--- src/rtl/arm_ctrl_pkg.sv ---
// Shared encodings for the ARM single-cycle control unit:
// op/cmd fields, condition codes, ALU controls, extend/register selects, flags.
package arm_ctrl_pkg;

    typedef enum logic [1:0] {
        OP_DP  = 2'b00,
        OP_MEM = 2'b01,
        OP_BR  = 2'b10,
        OP_ILL = 2'b11
    } op_t;

    localparam logic [3:0] CMD_AND = 4'b0000;
    localparam logic [3:0] CMD_EOR = 4'b0001;
    localparam logic [3:0] CMD_SUB = 4'b0010;
    localparam logic [3:0] CMD_ADD = 4'b0100;
    localparam logic [3:0] CMD_CMP = 4'b1010;
    localparam logic [3:0] CMD_ORR = 4'b1100;

    typedef enum logic [3:0] {
        COND_EQ = 4'h0, COND_NE = 4'h1, COND_CS = 4'h2, COND_CC = 4'h3,
        COND_MI = 4'h4, COND_PL = 4'h5, COND_VS = 4'h6, COND_VC = 4'h7,
        COND_HI = 4'h8, COND_LS = 4'h9, COND_GE = 4'ha, COND_LT = 4'hb,
        COND_GT = 4'hc, COND_LE = 4'hd, COND_AL = 4'he, COND_NV = 4'hf
    } cond_t;

    localparam logic [2:0] ALU_ADD = 3'b000;
    localparam logic [2:0] ALU_SUB = 3'b001;
    localparam logic [2:0] ALU_AND = 3'b010;
    localparam logic [2:0] ALU_ORR = 3'b011;
    localparam logic [2:0] ALU_EOR = 3'b100;

    localparam logic [1:0] IMM_DP  = 2'b00;
    localparam logic [1:0] IMM_MEM = 2'b01;
    localparam logic [1:0] IMM_BR  = 2'b10;

    localparam logic [1:0] REG_DP  = 2'b00;
    localparam logic [1:0] REG_BR  = 2'b01;
    localparam logic [1:0] REG_STR = 2'b10;

    typedef struct packed {
        logic n;
        logic z;
        logic c;
        logic v;
    } flags_t;

endpackage

--- src/rtl/arm_controller_cond_unit.sv ---
// NZCV flag register, condition evaluation and gating of state-changing strobes.
module cond_unit
    import arm_ctrl_pkg::*;
(
    input  logic       clk,
    input  logic       reset,
    input  logic [3:0] cond,
    input  logic [3:0] ALUFlags,
    input  logic       flag_wr_nz,
    input  logic       flag_wr_cv,
    input  logic       reg_w,
    input  logic       mem_w,
    input  logic       pcs,
    output logic       RegWrite,
    output logic       MemWrite,
    output logic       PCSrc,
    output logic       cond_ex
);

    flags_t flags;

    always_ff @(posedge clk or negedge reset) begin
        if (!reset) begin
            flags <= '0;
        end else if (cond_ex) begin
            if (flag_wr_nz) begin
                flags.n <= ALUFlags[3];
                flags.z <= ALUFlags[2];
            end
            if (flag_wr_cv) begin
                flags.c <= ALUFlags[1];
                flags.v <= ALUFlags[0];
            end
        end
    end

    always_comb begin
        cond_ex = 1'b0;
        case (cond_t'(cond))
            COND_EQ: cond_ex = flags.z;
            COND_NE: cond_ex = !flags.z;
            COND_CS: cond_ex = flags.c;
            COND_CC: cond_ex = !flags.c;
            COND_MI: cond_ex = flags.n;
            COND_PL: cond_ex = !flags.n;
            COND_VS: cond_ex = flags.v;
            COND_VC: cond_ex = !flags.v;
            COND_HI: cond_ex = flags.c && !flags.z;
            COND_LS: cond_ex = !flags.c || flags.z;
            COND_GE: cond_ex = flags.n == flags.v;
            COND_LT: cond_ex = flags.n != flags.v;
            COND_GT: cond_ex = !flags.z && (flags.n == flags.v);
            COND_LE: cond_ex = flags.z || (flags.n != flags.v);
            COND_AL: cond_ex = 1'b1;
            default: cond_ex = 1'b0;
        endcase
    end

    assign RegWrite = reg_w & cond_ex;
    assign MemWrite = mem_w & cond_ex;
    assign PCSrc    = pcs & cond_ex;

endmodule

--- src/rtl/arm_controller.sv ---
// ARM single-cycle control unit: main decode plus conditional execution.
// Optional perf counters enabled by defining CTRL_PERF_CNT_EN.
module arm_controller
    import arm_ctrl_pkg::*;
(
    input  logic        clk,
    input  logic        reset,
    input  logic [19:0] Instr,
    input  logic [3:0]  ALUFlags,
    output logic [1:0]  RegSrc,
    output logic        RegWrite,
    output logic [1:0]  ImmSrc,
    output logic        ALUSrc,
    output logic [2:0]  ALUControl,
    output logic        MemtoReg,
    output logic        MemWrite,
    output logic        PCSrc
`ifdef CTRL_PERF_CNT_EN
    ,
    output logic [31:0] InstrCount,
    output logic [31:0] SkipCount
`endif
);

    logic [3:0] cond;
    logic [1:0] op;
    logic [3:0] cmd;
    logic [3:0] rd;
    logic       s_bit;
    logic       legal;
    logic       reg_w;
    logic       mem_w;
    logic       branch;
    logic       pcs;
    logic       flag_wr_nz;
    logic       flag_wr_cv;
    logic       cond_ex;

    assign cond  = Instr[19:16];
    assign op    = Instr[15:14];
    assign cmd   = Instr[12:9];
    assign s_bit = Instr[8];
    assign rd    = Instr[3:0];

    always_comb begin
        RegSrc     = REG_DP;
        ImmSrc     = IMM_DP;
        ALUSrc     = 1'b0;
        ALUControl = ALU_ADD;
        MemtoReg   = 1'b0;
        legal      = 1'b0;
        reg_w      = 1'b0;
        mem_w      = 1'b0;
        branch     = 1'b0;
        flag_wr_nz = 1'b0;
        flag_wr_cv = 1'b0;
        case (op_t'(op))
            OP_DP: begin
                ALUSrc = Instr[13];
                legal  = 1'b1;
                reg_w  = 1'b1;
                case (cmd)
                    CMD_AND: ALUControl = ALU_AND;
                    CMD_EOR: ALUControl = ALU_EOR;
                    CMD_SUB: ALUControl = ALU_SUB;
                    CMD_ADD: ALUControl = ALU_ADD;
                    CMD_ORR: ALUControl = ALU_ORR;
                    CMD_CMP: begin
                        ALUControl = ALU_SUB;
                        reg_w      = 1'b0;
                    end
                    default: begin
                        legal = 1'b0;
                        reg_w = 1'b0;
                    end
                endcase
                flag_wr_nz = legal & s_bit;
                flag_wr_cv = legal & s_bit &
                             ((cmd == CMD_ADD) || (cmd == CMD_SUB) ||
                              (cmd == CMD_CMP));
            end
            OP_MEM: begin
                ImmSrc     = IMM_MEM;
                ALUSrc     = 1'b1;
                ALUControl = Instr[11] ? ALU_ADD : ALU_SUB;
                legal      = 1'b1;
                if (Instr[8]) begin
                    MemtoReg = 1'b1;
                    reg_w    = 1'b1;
                end else begin
                    mem_w  = 1'b1;
                    RegSrc = REG_STR;
                end
            end
            OP_BR: begin
                ImmSrc = IMM_BR;
                RegSrc = REG_BR;
                ALUSrc = 1'b1;
                legal  = 1'b1;
                branch = 1'b1;
            end
            default: legal = 1'b0;
        endcase
    end

    // Writes to R15 redirect the PC just like a branch
    assign pcs = branch | (reg_w & (rd == 4'hf));

    cond_unit u_cond (
        .clk        (clk),
        .reset      (reset),
        .cond       (cond),
        .ALUFlags   (ALUFlags),
        .flag_wr_nz (flag_wr_nz),
        .flag_wr_cv (flag_wr_cv),
        .reg_w      (reg_w),
        .mem_w      (mem_w),
        .pcs        (pcs),
        .RegWrite   (RegWrite),
        .MemWrite   (MemWrite),
        .PCSrc      (PCSrc),
        .cond_ex    (cond_ex)
    );

`ifdef CTRL_PERF_CNT_EN
    logic unused_bits;
    assign unused_bits = ^Instr[7:4];

    always_ff @(posedge clk or negedge reset) begin
        if (!reset) begin
            InstrCount <= '0;
            SkipCount  <= '0;
        end else begin
            InstrCount <= InstrCount + 32'd1;
            if (legal && !cond_ex)
                SkipCount <= SkipCount + 32'd1;
        end
    end
`else
    logic unused_bits;
    assign unused_bits = ^{Instr[7:4], legal, cond_ex};
`endif

endmodule

--- config.mk ---
export PLATFORM = sky130hd
export DESIGN_NAME = arm_controller
export DESIGN_NICKNAME = d
export VERILOG_FILES = /design/src/rtl/arm_ctrl_pkg.sv /design/src/rtl/arm_controller_cond_unit.sv /design/src/rtl/arm_controller.sv
export SDC_FILE = /design/constraint.sdc
export NUM_CORES = 1
export LEC_CHECK = 0
export ABC_AREA = 1
export CORE_AREA = 4 4 50 52
export CTS_BUF_LIST = sky130_fd_sc_hd__clkbuf_4 sky130_fd_sc_hd__clkbuf_8 sky130_fd_sc_hd__clkbuf_16
export DETAILED_ROUTE_END_ITERATION = 10
export DIE_AREA = 0 0 54 56
export PLACE_DENSITY = 0.8
export SLEW_MARGIN = 20
export SYNTH_ARGS = -nofsm -noshare
export SYNTH_HDL_FRONTEND = slang
export SYNTH_SLANG_ARGS = --single-unit
export TNS_END_PERCENT = 10
--- constraint.sdc ---
create_clock -name clk -period 1.1 [get_ports clk]
set_input_delay 0.11 -clock clk [delete_from_list [all_inputs] [get_ports clk]]
set_output_delay 0.11 -clock clk [all_outputs]
set_load 0.005 [all_outputs]
After elaboration in Yosys (flattened, before gate mapping). Cells that the tools add are included.

Logic and storage cells: 73. Bits in registers: 4. Output and inout bits: 12. Bits of input ports: 26.

Equal/unequal tests: 24. Reduce and logical (&&, ||, !) cells: 19. Bitwise gates (word level): 7. Multiplexer cells: 19.

Operator list (count): $eq 4x4->1 const B (10); $eq 4x3->1 const B (5); $pmux 1 s15 (1); $eq 4x2->1 const B (3); $pmux 3 s4 (1); $mux 1 (11); $eq 4x1->1 const B (2); $logic_not 4->1 (2); $pmux 2 s2 (2); $and 1x1->1 (6); $pmux 3 s2 (1); $reduce_or 6->1 (1); $reduce_or 5->1 (1); $logic_not 1->1 (4); $logic_or 1x1->1 (4); $pmux 1 s2 (2); $reduce_and 2->1 (2); $reduce_or 2->1 (2); $eq 2x1->1 const B (1); $eq 2x2->1 const B (1); $logic_and 1x1->1 (2); $logic_not 2->1 (1); $mux 2 (1); $eq 1x1->1 (1); 2 further kinds (2).

Logic depth before layout (Yosys ltp). Gate-level depths: netlist of run 1.

Depth in word-level cells: 8. Depth in mapped cells: 11. Depth with buffers taken out: 11.

Cells and area by module. From an unflattened synthesis of run 1, not the netlist that was laid out.

Cells, all modules: 123. Area, all modules: 699.4 um^2.

Modules (own cells, without submodules): cond_unit (instances 1, area each 422.9 um^2, sequential area each 100.1 um^2, cells an instance 73); arm_controller (instances 1, area each 276.5 um^2, sequential area each 0.0 um^2, cells an instance 50).

Worst setup path before layout of run 1. OpenSTA, ideal clock, no wires.

Path kind: reg2out. Start: reg u_cond.flags[0] (netlist name). End: out MemWrite. Required time: 990 ps. Stages on the path, launching flop included: 10. Setup slack: -157 ps. Arrival time: 1147 ps. Buffers on the path: 0. Cells stage by stage: dfrtp_1 > inv_1 > nand2_1 > nand3_1 > nand2_1 > nand2_1 > nand2_1 > nor2_2 > nand2_2 > and3_2.

Cells in the longest elaborated chain, start to end: 4. Elaborated cells between the ends (all ways): 7. Classes of those cells: eq/ne (2); mux (1); bitwise (1); reduce/logical (3).

RTL lines: start, declared (line arm_controller_cond_unit.sv:20) `flags_t flags;`; $ne 1x1->1 or $eq 1x1->1 (tied branches); $logic_or 1x1->1 or $logic_and 1x1->1 (tied branches) (line arm_controller_cond_unit.sv:53, arm_controller_cond_unit.sv:52); $pmux 1 s15 (*) (line arm_controller_cond_unit.sv:39) `case (cond_t'(cond))`; $and 1x1->1 (*) (line arm_controller_cond_unit.sv:60) `assign MemWrite = mem_w & cond_ex;`; end, declared (line arm_controller.sv:16) `output logic MemWrite,`.

Every way passes the cells marked *; elsewhere a longest branch is shown, timed or not.

Worst setup path after layout of run 1. Same ends and word-level chain as after synthesis.

==> qor.txt, run 1 <==
Run status - finished, violations left
Violations in the final reports - setup timing
Global placer's final weighted congestion - 0.7469
Aggregate global-route resource usage - 15.06%
Starting DRC count in detailed routing - 10
Maximum number of pins on one net before global-route repair - 7
Post-DR vias/cell - 4.592
Std-Cell Rows - 17
Nature of the critical path endpoint - output port
Worst-case clock buffer depth - 2
Global route total overflow - 0
Clock Power Share - 18.6%
Final layout net count - 219
Mean instance size in the synthesized netlist - 5.405 µm²
Most used cells in the layout excluding fill and tap cells - 37 x sky130_fd_sc_hd__nand2_1, 26 x sky130_fd_sc_hd__buf_4, 19 x sky130_fd_sc_hd__inv_1
Clock latency at the later pin of the worst-skew pair - 0.23 ns
Crit path launch type - flop
Static leakage - 0.7357 nW
Count of buffers inserted at the top-level ports - 33
Total placed cells including tap cells - 207
Post-Synthesis Cells - 122
Final worst-path cycle share - 148.7%
Switching Share - 37.56%
Initial DRT Pass Iterations - 4
Internal power - 0.0005945 W
Antenna violation net count after detailed routing - 0
Peak supply drop - 393.1 µV
Most used cell along the critical path - sky130_fd_sc_hd__nand2_1
Filler instances - 200
Clock Pin Slew Worst Setup and Hold Paths - 0.04 ns
First-pass GRT wire length - 3.505 mm
Adder and majority gate portion of the synthesized area - 11.39%
Post-detail-place hpwl - 1.723 mm
Minimum clock period - 1.636 ns
Pwr/cell area - 740.9 nW/µm²
Number of sinks on the clock net - 4
Most common cell after layout, fill and taps aside - sky130_fd_sc_hd__nand2_1
Total inserted antenna cells - 0
Max Clk Rate - 0.6114 GHz
Number of warnings reported in the yosys synthesis log - 0
Start-to-end type of the worst setup path - reg -> out
Width of the die - 54 µm
FF/Latch Area - 102.6 µm²
Starting density of the core - 31.31%
Flop pwr share - 24.4%
Worst slew pin tran - 0.3372 ns
Fraction of layout cells with a size suffix above 1 - 37.30%
Worst-path cell with the longest stage delay - sky130_fd_sc_hd__dfrtp_2
CTS Buf Count - 3
Worst path buffer plus inverter count - 2
Compound-cell area share of the yosys netlist - 7.400%
Number of endpoints with negative hold slack in the final report - 0
Combinational share of power - 57.0%
Syn_nets - 154
Largest register by flop count - u_cond.flags
Total Routed Length - 2.193 mm
Non-filler instance count after layout - 213
Unrepaired setup endpoints after global routing - yes
Maximum clock skew at final layout - 0.002813 ns
Share of the yosys chip area belonging to registers - 15.18%
Area of combinational cells with multiple inputs - 530.5 µm²
Power dissipated by switching net loads - 0.0003576 W
Post-detailed-route wirelength per cell - 10.30 µm
Relative area change from synthesis to final layout - 94.88%
Chip Height - 56 µm
Vias post-DR - 978
Via count of the first global-routing pass - 943
DRC viols - 0
Post-synthesis share of cell area spent on and, or, nand and nor gates - 51.80%
Clk Tree Root Cell - sky130_fd_sc_hd__clkbuf_4
Largest registers - u_cond.flags: 4 flops
Worst-case setup margin in the final layout - -0.5355 ns
Crit-path cells - inv_4 -> nand2_2 -> nand2_1 -> nand3_1 -> nand2_1 -> nand2_1 -> nor2_2 -> nand2_2 -> and3_4 -> buf_6
Maximum level of the CTS H-tree - 1
Area of the die - 3024 µm²
Setup tns final - -3.017 ns
Number of slew-limit violations in the final report - 0
Arrival time at the worst endpoint - 1.53 ns
Worst min path class - in -> async
Critical path peak fanout - 5
Max incr delay on CP - 0.43 ns
Number of flip-flops in the largest register - 4
Netlist area before placement - 659.4 µm²
XOR/XNOR Fraction of Synth Area - 0%
Area after DPL - 1209 µm²
Hold buffer count at CTS - 0
Multiplexer fraction of the synthesized cell area - 0%
FF+latch count, synth - 4
CTS tree - yes
Number of antenna violations at the first check in global routing - 0
Slew margin rel. - 77.38%
Combinational family with the most area after synthesis - simple AND/OR/NAND/NOR gates
Gate family responsible for the most delay along the worst path - simple AND/OR/NAND/NOR gates
Core region area - 2106 µm²
Library cells used by synthesis - 18
Max-Cap Viols - 0
Number of top-level pins - 38
Power Total - 0.0009521 W
Final instance area - 1285 µm²
Number of setup violations in the final report - 10
Worst path required time - 0.99 ns
-- area by class of cell --
class	instances	area share, %
inverter	23	6.913
timing repair buffer	61	39.34
sequential	4	7.984
tap	28	2.726
multi-input combinational	94	41.29
clock buffer	3	1.753
-- final timing paths --
path / start / depth (start not counted) / slack, ns / end
worst max-delay path: u_cond.flags[0] / 10 / -0.54 / MemWrite
worst min-delay path: reset / 1 / 0.08 / u_cond.flags[1]
worst max register to register: u_cond.flags[0] / 12 / -0.37 / u_cond.flags[3]
worst min register to register: u_cond.flags[1] / 3 / 0.60 / u_cond.flags[1]
max in group asynchronous: reset / 1 / 0.84 / u_cond.flags[3]
min in group clk: ALUFlags[0] / 3 / 0.44 / u_cond.flags[0]
-- synth_stat cells --
| cell type | n | area share (%) |
|---|---|---|
| sky130_fd_sc_hd__and3_1 | 1 | 0.95 |
| sky130_fd_sc_hd__ha_1 | 6 | 11 |
| sky130_fd_sc_hd__nor2_2 | 1 | 0.95 |
| sky130_fd_sc_hd__o21ai_0 | 2 | 1.5 |
| sky130_fd_sc_hd__nand2_2 | 2 | 1.9 |
| sky130_fd_sc_hd__and3_2 | 1 | 1.1 |
| sky130_fd_sc_hd__nor3_1 | 4 | 3.0 |
| sky130_fd_sc_hd__a21oi_2 | 1 | 1.3 |
| sky130_fd_sc_hd__inv_1 | 23 | 13 |
| sky130_fd_sc_hd__nand2_1 | 43 | 24 |
| sky130_fd_sc_hd__nand4_1 | 1 | 0.95 |
| sky130_fd_sc_hd__a211oi_1 | 1 | 1.1 |
| sky130_fd_sc_hd__buf_4 | 1 | 1.1 |
| sky130_fd_sc_hd__dfrtp_1 | 4 | 15 |
| sky130_fd_sc_hd__nor2_1 | 11 | 6.3 |
| sky130_fd_sc_hd__a21boi_0 | 1 | 1.1 |
| sky130_fd_sc_hd__a21oi_1 | 3 | 2.3 |
| sky130_fd_sc_hd__nand3_1 | 16 | 12 |
-- cell families after synthesis --
kind of cell	Yosys count
compound gates	8
fa+ha+maj	6
buf+inv	24
flops	4
simple gates	80
-- repair_timing --
item	in CTS	in global routing
resized for setup	62	16
setup buffers	3	0
setup endpoints to repair	16	15
pin swaps	10	5
gates cloned	0	0
-- worst register-to-register path: cells and delay by family (launching register included) --
kind	cells	cell delay (ns)
buffers and inverters	2	0.24
DFF	1	0.43
and+or+nand+nor	10	0.71
-- power groups by stage --
stage                     clock network (W)  logic (W)  registers (W)
after floorplan                           0   0.000204       0.000214
after global placement                    0   0.000451       0.000225
after detailed placement                  0   0.000469       0.000227
after CTS                          0.000185   0.000528       0.000225
after global routing               0.000193   0.000600       0.000238
final                              0.000177   0.000543       0.000233
-- through the flow --
stage                     hold WS [ns]  util (%)  setup WS, ns
after detailed placement        0.3245     57.40       -0.9502
after floorplan                -0.1856         -       -0.1471
after CTS                      0.07512     60.37       -0.5226
after global placement          0.3194     57.40       -0.9200
after global routing           0.08728     61.02       -0.6419
final                          0.07624     61.02       -0.5355
-- per-layer routing --
layer / wire length [µm] / share of wire [%] / GRT usage (%)
met1: 814 / 37 / 15.19
met2: 1272 / 58 / 30.45
met3: 87 / 4.0 / 0.2681
met4: 19 / 0.87 / 5.338
met5: 0 / 0 / 0
No activity file was read; power rests on OpenSTA's default activity.
==> run 2: changes to the inputs <==
--- a/config.mk
+++ b/config.mk
@@ -6,10 +6,10 @@
 export NUM_CORES = 1
 export LEC_CHECK = 0
 export ABC_AREA = 1
-export CORE_AREA = 4 4 50 52
+export CORE_AREA = 2 2 48 50
 export CTS_BUF_LIST = sky130_fd_sc_hd__clkbuf_4 sky130_fd_sc_hd__clkbuf_8 sky130_fd_sc_hd__clkbuf_16
 export DETAILED_ROUTE_END_ITERATION = 10
-export DIE_AREA = 0 0 54 56
+export DIE_AREA = 0 0 50 52
 export PLACE_DENSITY = 0.8
 export SLEW_MARGIN = 20
 export SYNTH_ARGS = -nofsm -noshare
==> qor.txt, run 2 (synthesis gave the netlist of run 1 again) <==
Run status - finished, violations left
Violations in the final reports - setup timing
Post-detail-place hpwl - 1.643 mm (-4.6%)
FF-to-FF setup slack - -0.39 ns (-0.02 ns)
Most used cells in the layout excluding fill and tap cells - 37 x sky130_fd_sc_hd__nand2_1, 29 x sky130_fd_sc_hd__buf_4, 19 x sky130_fd_sc_hd__inv_1
Number of flip-flops in the largest register - 4 (unchanged)
Hold WS - 0.07853 ns (+0.002292 ns)
Vias post-DR - 980 (+0.20%)
Cell count of the worst reg-to-reg path - 12 (unchanged)
Worst-case clock buffer depth - 2 (unchanged)
Max incr delay on CP - 0.49 ns (+0.06 ns)
Count of buffers inserted at the top-level ports - 33 (unchanged)
Number of antenna violations at the first check in global routing - 0 (unchanged)
Global route total overflow - 0 (unchanged)
Start-to-end type of the worst setup path - in -> out
Worst path required time - 0.99 ns (about the same)
Max Clk Rate - 0.6071 GHz (-0.71%)
Critical path peak fanout - 3 (-2)
Post-DR vias/cell - 4.558 (-0.73%)
First-pass GRT wire length - 3.436 mm (-2.0%)
Peak supply drop - 393.8 µV (+0.18%)
Static leakage - 0.7483 nW (+1.7%)
Fraction of layout cells with a size suffix above 1 - 36.36% (-0.93 points)
Starting DRC count in detailed routing - 12 (+2)
Worst min path class - in -> async
Antenna violation net count after detailed routing - 0 (unchanged)
DRC viols - 0 (unchanged)
Final worst-path cycle share - 149.8% (+1.1 points)
Power Total - 0.0009685 W (+1.7%)
Number of slew-limit violations in the final report - 0 (unchanged)
Most used cell along the critical path - sky130_fd_sc_hd__nand2_2
Width of the die - 50 µm (-7.4%)
Post-detailed-route wirelength per cell - 10.35 µm (+0.52%)
Crit path launch type - input port
CTS tree - yes
Worst-case setup margin in the final layout - -0.5473 ns (-0.01176 ns)
Maximum level of the CTS H-tree - 1 (unchanged)
Starting density of the core - 31.31% (unchanged)
Number of setup violations in the final report - 9 (-1)
Maximum number of pins on one net before global-route repair - 7 (unchanged)
Area of combinational cells with multiple inputs - 534.3 µm² (+0.71%)
Capture instance of the worst register-to-register path - u_cond.flags[0]
Maximum clock skew at final layout - 0.002168 ns (-0.0006450 ns)
Startpoint of the most critical register-to-register path - u_cond.flags[3]
Total Routed Length - 2.225 mm (+1.5%)
Std-Cell Rows - 17 (unchanged)
Worst slew pin tran - 0.3208 ns (-0.01641 ns)
Largest registers - u_cond.flags: 4 flops
Number of sinks on the clock net - 4 (unchanged)
Total inserted antenna cells - 0 (unchanged)
Minimum clock period - 1.647 ns (+0.01176 ns)
Pwr/cell area - 747.9 nW/µm² (+0.93%)
Core region area - 2106 µm² (unchanged)
Area after DPL - 1209 µm² (unchanged)
Arrival time at the worst endpoint - 1.54 ns (about the same)
Slew margin rel. - 78.61% (+1.2 points)
Unrepaired setup endpoints after global routing - yes
Aggregate global-route resource usage - 16.88% (+1.8 points)
Worst-path cell with the longest stage delay - sky130_fd_sc_hd__clkdlybuf4s50_1
Clk Tree Root Cell - sky130_fd_sc_hd__clkbuf_4
Chip Height - 52 µm (-7.1%)
CTS Buf Count - 3 (unchanged)
Clock latency at the later pin of the worst-skew pair - 0.23 ns (about the same)
Number of endpoints with negative hold slack in the final report - 0 (unchanged)
Final instance area - 1295 µm² (+0.78%)
Filler instances - 188 (-6.0%)
Area of the die - 2600 µm² (-14%)
Nature of the critical path endpoint - output port
Crit-path cells - clkdlybuf4s50_1 -> nand2_2 -> a21oi_1 -> nand2_2 -> nand2_2 -> nand2_2 -> nor2_4 -> nand2_2 -> and3_4 -> buf_6
Via count of the first global-routing pass - 946 (+0.32%)
Most common cell after layout, fill and taps aside - sky130_fd_sc_hd__nand2_1
Max-Cap Viols - 0 (unchanged)
Initial DRT Pass Iterations - 4 (unchanged)
Largest register by flop count - u_cond.flags
Number of top-level pins - 38 (unchanged)
Hold buffer count at CTS - 0 (unchanged)
FF/Latch Area - 101.3 µm² (-1.2%)
Clock Pin Slew Worst Setup and Hold Paths - 0.04 ns (about the same)
Final layout net count - 221 (+0.91%)
Relative area change from synthesis to final layout - 96.39%
Global placer's final weighted congestion - 0.8396 (+12%)
-- run 2: cell count changes in the layout (fill, tap and decap cells not counted), moves of 2 or more --
| cell | delta |
|---|---|
| sky130_fd_sc_hd__nor2_4 | +2 |
| sky130_fd_sc_hd__buf_2 | +2 |
| sky130_fd_sc_hd__dlygate4sd2_1 | -2 |
| sky130_fd_sc_hd__buf_4 | +3 |
| sky130_fd_sc_hd__ha_2 | -2 |
| sky130_fd_sc_hd__nand3_2 | -2 |
| sky130_fd_sc_hd__nor2_2 | -2 |
| sky130_fd_sc_hd__nand3_1 | +2 |
-- run 2: final cells by class --
class | count | share of cell area, %
sequential | 4 | 7.826
inverter | 23 | 6.667
multi-input combinational | 94 | 41.26
tap | 28 | 2.705
clock buffer | 3 | 1.739
timing repair buffer | 63 | 39.81
-- run 2: worst max-delay path, delay by kind of cell --
| family | cells | cell delay [ns] |
|---|---|---|
| AND/OR/NAND/NOR | 7 | 0.62 |
| buffers and inverters | 2 | 0.60 |
| AO/OA/AOI/OAI | 1 | 0.20 |
-- run 2: power by group --
part	internal (W)	total, W	switching (W)
registers	0.000184	0.000229	0.0000459
logic	0.000300	0.000562	0.000262
clock network	0.000122	0.000177	0.0000552
total	0.000605	0.000968	0.000363
-- run 2: metrics by stage --
stage               cells  utilization, %  setup WS, ns  setup TNS (ns)
floorplan             122               -       -0.1471         -0.6443
global placement      207           57.40       -0.9196          -10.51
detailed placement    207           57.40       -0.9446          -10.81
CTS                   213           58.94       -0.5507          -2.936
global route          215           61.50       -0.6366          -3.966
finish                215           61.50       -0.5473          -3.021
-- run 2: timing repair --
action / in CTS / in global routing
setup endpoints to repair: 16 / 11
resized for setup: 67 / 13
setup buffers: 3 / 2
pin swaps: 10 / 9
-- run 2: metal layers --
layer | part of all wire, % | vias up | global-route usage (%)
met5 | 0 | - | 0
met4 | 2.0 | 0 | 11.11
met3 | 4.4 | 4 | 1.724
met2 | 59 | 27 | 35.09
met1 | 35 | 442 | 15.01
li1 | - | 507 | -
-- run 2: worst max-delay path by stage --
stage | slack (ns) | to | startpoint
floorplan | -0.15 | MemWrite | u_cond.flags[3]
global placement | -0.92 | MemWrite | Instr[19]
detailed placement | -0.94 | MemWrite | Instr[19]
CTS | -0.55 | MemWrite | u_cond.flags[0]
global route | -0.64 | MemWrite | u_cond.flags[0]
finish | -0.55 | MemWrite | Instr[18]
